==> src/rtl/palindrome_3bit.sv <==
// 3-bit palindrome detector: combinational flag for {a,b,c}, a registered copy,
// a saturating hit counter and a serial detector over the last three accepted bits.
module palindrome_3bit #(
  parameter int CNT_W = 8
) (
  input  logic             clk,
  input  logic             rst,
  input  logic             a,
  input  logic             b,
  input  logic             c,
  output logic             y,
  output logic             y_q,
  output logic [CNT_W-1:0] pal_cnt,
  input  logic             s_in,
  input  logic             s_valid,
  output logic             s_y,
  output logic             s_y_valid
);

  function automatic logic [CNT_W-1:0] sat_inc_cnt(input logic [CNT_W-1:0] v);
    return (&v) ? v : v + CNT_W'(1);
  endfunction

  function automatic logic [1:0] sat_inc_fill(input logic [1:0] v);
    return (v == 2'd3) ? v : v + 2'd1;
  endfunction

  logic             w_y_p0;
  logic [2:0]       w_hist_nxt_p0;
  logic [1:0]       w_fill_nxt_p0;
  logic             w_full_nxt_p0;

  logic             r_y_p1;
  logic [CNT_W-1:0] r_cnt_p1;
  logic [2:0]       r_hist_p1;
  logic [1:0]       r_fill_p1;
  logic             r_sy_p1;
  logic             r_syv_p1;

  // Stage p0: combinational flag; the centre bit is a don't-care and folds out.
  assign w_y_p0        = ~(a ^ c) & (b | ~b);
  assign w_hist_nxt_p0 = {r_hist_p1[1:0], s_in};
  assign w_fill_nxt_p0 = sat_inc_fill(r_fill_p1);
  assign w_full_nxt_p0 = (w_fill_nxt_p0 == 2'd3);

  // Stage p1: registered flag, hit counter and serial history.
  always_ff @(posedge clk) begin
    if (rst) begin
      r_y_p1    <= 1'b0;
      r_cnt_p1  <= '0;
      r_hist_p1 <= 3'b000;
      r_fill_p1 <= 2'd0;
      r_sy_p1   <= 1'b0;
      r_syv_p1  <= 1'b0;
    end else begin
      r_y_p1 <= w_y_p0;
      if (w_y_p0) r_cnt_p1 <= sat_inc_cnt(r_cnt_p1);
      if (s_valid) begin
        r_hist_p1 <= w_hist_nxt_p0;
        r_fill_p1 <= w_fill_nxt_p0;
        r_sy_p1   <= (w_hist_nxt_p0[2] == w_hist_nxt_p0[0]) && w_full_nxt_p0;
        r_syv_p1  <= w_full_nxt_p0;
      end
    end
  end

  assign y         = w_y_p0;
  assign y_q       = r_y_p1;
  assign pal_cnt   = r_cnt_p1;
  assign s_y       = r_sy_p1;
  assign s_y_valid = r_syv_p1;

endmodule

==> config.mk <==
export PLATFORM = sky130hd
export DESIGN_NAME = palindrome_3bit
export DESIGN_NICKNAME = d
export VERILOG_FILES = /design/src/rtl/palindrome_3bit.sv
export SDC_FILE = /design/constraint.sdc
export NUM_CORES = 1
export LEC_CHECK = 0
export ABC_CLOCK_PERIOD_IN_PS = 2700
export BUFFER_PORTS_ARGS = -buffer_cell sky130_fd_sc_hd__buf_2
export CORE_MARGIN = 5
export CORE_UTILIZATION = 50
export CTS_CLUSTER_DIAMETER = 150
export DETAILED_ROUTE_END_ITERATION = 16
export PLACE_DENSITY_LB_ADDON = 0.12
export SLEW_MARGIN = 25
export SYNTH_ARGS = -nofsm -noshare
export SYNTH_HDL_FRONTEND = slang
export SYNTH_SLANG_ARGS = --single-unit
==> constraint.sdc <==
create_clock -name clk -period 2.7 [get_ports clk]
set_input_delay 0.54 -clock clk [delete_from_list [all_inputs] [get_ports clk]]
set_output_delay 0.54 -clock clk [all_outputs]
set_load 0.02 [all_outputs]
==> metrics.csv, run 1 <==
stage,metric,value,unit
run_status,status,"finished, final reports clean",
worst_hold_path,worstHoldEndpoint,s_y,
critical_path,crit_path_start,c,
synth,synth_warnings,0,
clock_tree,cts.clk_slew.worst_paths,80,ps
cells_and_area,final_area,805,sq um
routing,drt_iter0_drc,4,
sta,hold_slack,476,ps
placement,gp_congestion,0.780,
synth,syn_area,691,sq um
routing,vias,617,
synth,syn-num-nets,86,
sta,hold_viol,0,
critical_path,critPathTopFamily,buffers and inverters,
global_routing,grt_max_degree,19,
power_and_ir_drop,p_seq_frac,0.571,
sta,fin_skew,0.489,ps
cells_and_area,multiInputGateArea,367,sq um
power_and_ir_drop,p_switching,109,uW
placement,pre_cts_ws,811,ps
clock_tree,numCtsBuffers,3,
critical_path,ff2ff_path_depth,4,
worst_hold_path,min_from,s_y,
sta,timing.final.crit_share,0.703,
critical_path,path_common_cell,buf_2,
power_and_ir_drop,p_per_area,521,mW/mm^2
sta,setup_violations,0,
cells_and_area,fillers,130,
clock_tree,clock_path_buffers,2,
cells_and_area,drive_gt1_frac,0.242,
synth,synth_cell_types,26,
cells_and_area,final-seq-area,300,sq um
critical_path,start_kind,input pin,
sta,layout_min_cycle_time,1900,ps
critical_path,crit_path_cell_trace,buf_2 > xor2_2 > inv_1 > buf_2,
routing,routed_wl,1340,microns
clock_tree,h-tree-depth,1,
clock_tree,cts-hold-fix-buffers,0,
worst_hold_path,hp-class,reg -> reg,
power_and_ir_drop,p_leak,0.345,nW
synth,postSynthCellCount,78,
synth,synth_top_area_cell,dfxtp_1,
synth,syn_area_per_cell,8.85,sq um
clock_tree,cts_tree,built,
global_routing,track_usage,0.145,
sta,worst_slew_pin_slew,346,ps
die,design.core.area,0.00130,sq mm
placement,io_buffers,17,
die,die_w,47.2,microns
synth,synth_common_cells,"dfxtp_1, nor2_1, a21oi_1",
run,max_cap_violations,0,
clock_tree,clk_latency,280,ps
sta,fmax,527,MHz
placement,dpl-instance-area,778,sq um
critical_path,r2r_end,pal_cnt[0],
critical_path,critPathCaptureType,output port,
critical_path,crit_path_top_delay_cell,xor2_2,
clock_tree,cts_setup_buffers,0,
global_routing,grt_pass1_wl,2250,microns
power_and_ir_drop,combPwrFrac,0.133,
critical_path,r2r_slack,1120,ps
die,rows,13,
placement,dp_hpwl,993,microns
critical_path,critPathKind,in -> out,
global_routing,grt-ovfl-total,0,
synth,synth_edf_count,0,
clock_tree,cts_resized,0,
sta,drv_slew,0,
clock_tree,cts_num_sinks,15,
sta,rsz0062_at_grt,false,
synth,synth_ff_type,dfxtp_1,
global_routing,grt_pass1_vias,539,
die,num_io_pins,19,
synth,synth.most_common_cell,dfxtp_1,
die,initial_core_util,0.531,
synth,ys_seq_elements,15,
routing,drc,0,
cells_and_area,nets,104,
cells_and_area,area_growth,16.5,%
global_routing,grt_antenna_before_repair,0,
routing,wl_per_cell,12.2,microns
sta,slew_headroom,0.769,
power_and_ir_drop,p_sw_frac,0.260,
power_and_ir_drop,p_int,310,uW
die,die_h,47.2,microns
synth,ys_seq_area_frac,0.435,
routing,vias_per_cell,5.61,
critical_path,reg2reg_from,pal_cnt[0],
synth,yosysTopAreaCellShare,0.435,
power_and_ir_drop,finalPower,420,uW
sta,fin_ws,802,ps
critical_path,cp.arrival,1360,ps
sta,finalSetupTns,0,ps
routing,antenna_left,0,
worst_hold_path,min_delay_path_depth,2,
power_and_ir_drop,vdd_ir_drop_max,0.345,mV
synth,synth.area.top_cells,"dfxtp_1, mux2i_1, nor2_1",
critical_path,path_buf_inv,3,
critical_path,critPathMaxFanout,8,
power_and_ir_drop,power.share.clock,0.295,
clock_tree,root_buffer,clkbuf_4,
die,dieArea,0.00222,sq mm
synth,async_flop_share,0,
cells_and_area,diodes,0,
critical_path,crit_required,2160,ps
critical_path,slowest_delay,320,ps
routing,firstDrtPassIters,2,
==> cell type report <==
cell class,instances,share of cell area
flip-flops and latches,15,0.373
repair buffers,17,0.106
well taps,15,0.0233
inverters,2,0.00933
multi-input cells,57,0.456
clock buffers,4,0.0327
==> routing by layer <==
metal	vias up	global-route usage	wire (microns)
met5	-	0	0
li1	315	-	-
met4	0	0.0994	31
met3	4	0.0230	64
met1	286	0.172	584
met2	12	0.236	661
==> flip-flops by register name (all words and copies together) (netlist names) <==
name,count
pal_cnt,8
r_hist_p1,2
s_y_valid,1
s_y,1
y_q,1
r_fill_p1,2
==> placed cells by master, fill, tap and decap left out, types with 2 or more instances in the layout <==
cell      count
nand3_1       5
buf_2        17
nand2_1       5
mux2i_1       4
clkbuf_4      3
dfxtp_1      15
a41oi_1       2
nor2b_1       2
nor2_1        9
nand2b_1      3
and3_1        3
nor3_1        3
a211oi_1      3
inv_1         2
a21oi_1       6
mux2_2        2
==> worst register-to-register path, stage by stage, from the launching register on <==
cell     delay [ps]
dfxtp_1         360
ha_1            260
and4_1          230
a21oi_1         260
mux2_2          360
==> logic make-up after synthesis <==
| kind of cell | share of synthesized area |
|---|---|
| and+or+nand+nor | 0.248 |
| DFF | 0.435 |
| AOI/OAI and AO/OA | 0.138 |
| buffers and inverters | 0.0344 |
| muxes | 0.0906 |
| xor gates and xnor gates | 0.0362 |
| adders and majority gates | 0.0181 |
==> worst max-delay path by stage <==
stage	endpoint	slack, ps	depth (start not counted)
floorplan	pal_cnt[7]	1140	3
global placement	y	820	4
detailed placement	y	810	4
CTS	y	810	4
global route	y	750	4
finish	y	800	4
==> metrics by stage <==
step / cells / util
2_1_floorplan: 78 / -
3_3_place_gp: 106 / 0.598
3_5_place_dp: 106 / 0.598
4_1_cts: 110 / 0.618
5_1_grt: 110 / 0.618
6_report: 110 / 0.618
==> power by group through the flow <==
stage | logic [mW] | registers [mW] | clock network (mW)
6_report | 0.0559 | 0.240 | 0.124
4_1_cts | 0.0568 | 0.240 | 0.128
5_1_grt | 0.0630 | 0.241 | 0.140
2_1_floorplan | 0.0318 | 0.252 | 0
3_3_place_gp | 0.0554 | 0.244 | 0
3_5_place_dp | 0.0566 | 0.245 | 0
Power figures use the tool's default switching activity.
==> inputs of run 2 (changes only) <==
--- a/config.mk
+++ b/config.mk
@@ -5,10 +5,10 @@
 export SDC_FILE = /design/constraint.sdc
 export NUM_CORES = 1
 export LEC_CHECK = 0
-export ABC_CLOCK_PERIOD_IN_PS = 2700
+export ABC_CLOCK_PERIOD_IN_PS = 1750
 export BUFFER_PORTS_ARGS = -buffer_cell sky130_fd_sc_hd__buf_2
 export CORE_MARGIN = 5
-export CORE_UTILIZATION = 50
+export CORE_UTILIZATION = 49
 export CTS_CLUSTER_DIAMETER = 150
 export DETAILED_ROUTE_END_ITERATION = 16
 export PLACE_DENSITY_LB_ADDON = 0.12
==> constraint.sdc (replaced) <==
create_clock -name clk -period 1.75 [get_ports clk]
set_input_delay 0.35 -clock clk [delete_from_list [all_inputs] [get_ports clk]]
set_output_delay 0.35 -clock clk [all_outputs]
set_load 0.02 [all_outputs]
==> run 2 against run 1 <==
Effect of this change:
- design area unchanged
- global-route usage shrank 0.12 points
- core utilization decreased by 0.76 points
- critical path depth did not move
- count of clock-buffer cells in the layout is the same
- clock power up 55%
- first-iteration DRC count increased by 100%
- largest cell class unchanged
- non-clock buffer count unchanged
- sequential share of layout area unchanged
- clock skew grew 2.5 ps
- critical endpoint is now pal_cnt[0]
- final cell count unchanged
==> metrics.csv, run 2 (same netlist as run 1, synthesis figures left out) <==
stage,metric,value,unit,change
run_status,status,"finished, final reports clean",,unchanged
clock_tree,numCtsBuffers,3,,unchanged
sta,fmax,642,MHz,
cells_and_area,layout_commonest_cell,buf_2,,unchanged
placement,dpl-instance-area,778,sq um,unchanged
die,initial_core_util,0.524,,was 0.531
routing,routed_wl,1310,microns,was 1340 microns
clock_tree,root_buffer,clkbuf_4,,unchanged
routing,wl_per_cell,11.9,microns,was 12.2 microns
global_routing,grt_pass1_vias,549,,was 539
global_routing,track_usage,0.143,,was 0.145
routing,antenna_left,0,,unchanged
global_routing,grt_max_degree,19,,unchanged
routing,wl_met3,93,microns,was 64 microns
sta,drv_slew,0,,unchanged
sta,fin_ws,192,ps,was 802 ps
critical_path,crit_path_cell_trace,ha_1 > and4_1 > a21oi_1 > mux2_2,,was buf_2 > xor2_2 > inv_1 > buf_2
global_routing,grt-ovfl-total,0,,unchanged
critical_path,crit_cells,4,,unchanged
sta,timing.final.crit_share,0.890,,
critical_path,cp.arrival,1730,ps,was 1360 ps
power_and_ir_drop,p_per_area,805,mW/mm^2,was 521 mW/mm^2
clock_tree,cts.clk_slew.worst_paths,80,ps,about the same
clock_tree,cts_resized,0,,unchanged
clock_tree,clk_latency,270,ps,was 280 ps
power_and_ir_drop,vdd_ir_drop_max,0.368,mV,was 0.345 mV
cells_and_area,nets,104,,unchanged
sta,fin_skew,3.04,ps,was 0.489 ps
placement,gp_congestion,0.786,,was 0.780
worst_hold_path,worstHoldEndpoint,r_hist_p1[0],,was s_y
critical_path,start_kind,register,,was input pin
sta,hold_viol,0,,unchanged
critical_path,slowest_delay,360,ps,was 320 ps
placement,io_buffers,17,,unchanged
critical_path,r2r_end,pal_cnt[0],,unchanged
clock_tree,cts_tree,built,,unchanged
routing,drc,0,,unchanged
placement,dp_hpwl,958,microns,was 993 microns
power_and_ir_drop,p_leak,0.345,nW,unchanged
clock_tree,cts_setup_buffers,0,,unchanged
critical_path,critPathMaxFanout,6,,was 8
critical_path,ff2ff_path_depth,4,,unchanged
sta,layout_min_cycle_time,1560,ps,
routing,top_layer_used,met4,,unchanged
routing,drt_iter0_drc,8,,was 4
routing,firstDrtPassIters,5,,was 2
global_routing,grt_pass1_wl,2240,microns,was 2250 microns
critical_path,crit_path_top_delay_cell,dfxtp_1,,was xor2_2
sta,finalSetupTns,0,ps,unchanged
critical_path,r2r_slack,190,ps,was 1120 ps
worst_hold_path,min_from,s_in,,was s_y
routing,vias_per_cell,5.49,,was 5.61
clock_tree,clock_path_buffers,2,,unchanged
routing,m1WireLength,593,microns,was 584 microns
placement,placed_cells,106,,unchanged
routing,vias,604,,was 617
cells_and_area,diodes,0,,unchanged
die,die_h,47.5,microns,was 47.2 microns
critical_path,critPathCaptureType,register,,was output port
cells_and_area,largest_register_ffs,8,,unchanged
die,dieArea,0.00226,sq mm,was 0.00222 sq mm
routing,routed-wl-met2,613,microns,was 661 microns
global_routing,grt_antenna_before_repair,0,,unchanged
placement,pre_cts_ws,156,ps,was 811 ps
die,rows,13,,unchanged
sta,rsz0062_at_grt,false,,unchanged
clock_tree,cts-hold-fix-buffers,0,,unchanged
cells_and_area,final_area,805,sq um,unchanged
critical_path,path_buf_inv,0,,was 3
sta,hold_slack,347,ps,was 476 ps
critical_path,critPathTopFamily,flip-flops,,was buffers and inverters
critical_path,crit_required,1920,ps,was 2160 ps
sta,setup_violations,0,,unchanged
cells_and_area,final_cell_mix,"buf_2, dfxtp_1, nor2_1, a21oi_1",,unchanged
worst_hold_path,hp-class,in -> reg,,was reg -> reg
die,die_w,47.5,microns,was 47.2 microns
cells_and_area,fin_cells,110,,unchanged
run,max_cap_violations,0,,unchanged
sta,worst_slew_pin_slew,343,ps,was 346 ps
die,num_io_pins,19,,unchanged
worst_hold_path,min_delay_path_depth,3,,was 2
critical_path,critPathKind,reg -> reg,,was in -> out
clock_tree,h-tree-depth,1,,unchanged
cells_and_area,drive_gt1_frac,0.242,,unchanged
critical_path,reg2reg_from,pal_cnt[0],,unchanged
clock_tree,cts_num_sinks,15,,unchanged
die,design.core.area,0.00132,sq mm,was 0.00130 sq mm
sta,slew_headroom,0.771,,was 0.769
cells_and_area,area_growth,16.5,%,unchanged
[run 2: how the worst max path moves through the flow]
stage | slack (ps) | startpoint | endpoint
finish | 190 | pal_cnt[0] | pal_cnt[0]
global route | 90 | pal_cnt[0] | pal_cnt[0]
CTS | 190 | pal_cnt[0] | pal_cnt[0]
detailed placement | 160 | c | pal_cnt[7]
global placement | 190 | c | pal_cnt[7]
floorplan | 220 | pal_cnt[0] | pal_cnt[0]
[run 2: cell type report]
cell class / count / area, sq um
fillers: 133 / 513
multi-input cells: 57 / 367
flip-flops and latches: 15 / 300
repair buffers: 17 / 85.1
clock buffers: 4 / 26.3
well taps: 15 / 18.8
inverters: 2 / 7.51
[run 2: through the flow]
stage / total power, mW / utilization
after global placement: 0.462 / 0.591
final: 0.647 / 0.611
after floorplan: 0.437 / -
after CTS: 0.659 / 0.611
after global routing: 0.690 / 0.611
after detailed placement: 0.465 / 0.591
[run 2: where the power goes]
group / total, mW / internal (mW) / switching [mW]
logic: 0.0858 / 0.0339 / 0.0519
clock network: 0.192 / 0.0883 / 0.104
registers: 0.370 / 0.357 / 0.0131
total: 0.647 / 0.479 / 0.169
[run 2: worst register-to-register path, cell delays in order (launching register included)]
cell and delay [ps]:
dfxtp_1 360, ha_1 260, and4_1 220, a21oi_1 260
mux2_2 360
[run 2: routing by layer]
metal | GRT usage | up-vias
met4 | 0.0806 | 0
met1 | 0.173 | 276
met2 | 0.230 | 15
met3 | 0.0376 | 2
met5 | 0 | -
li1 | - | 311
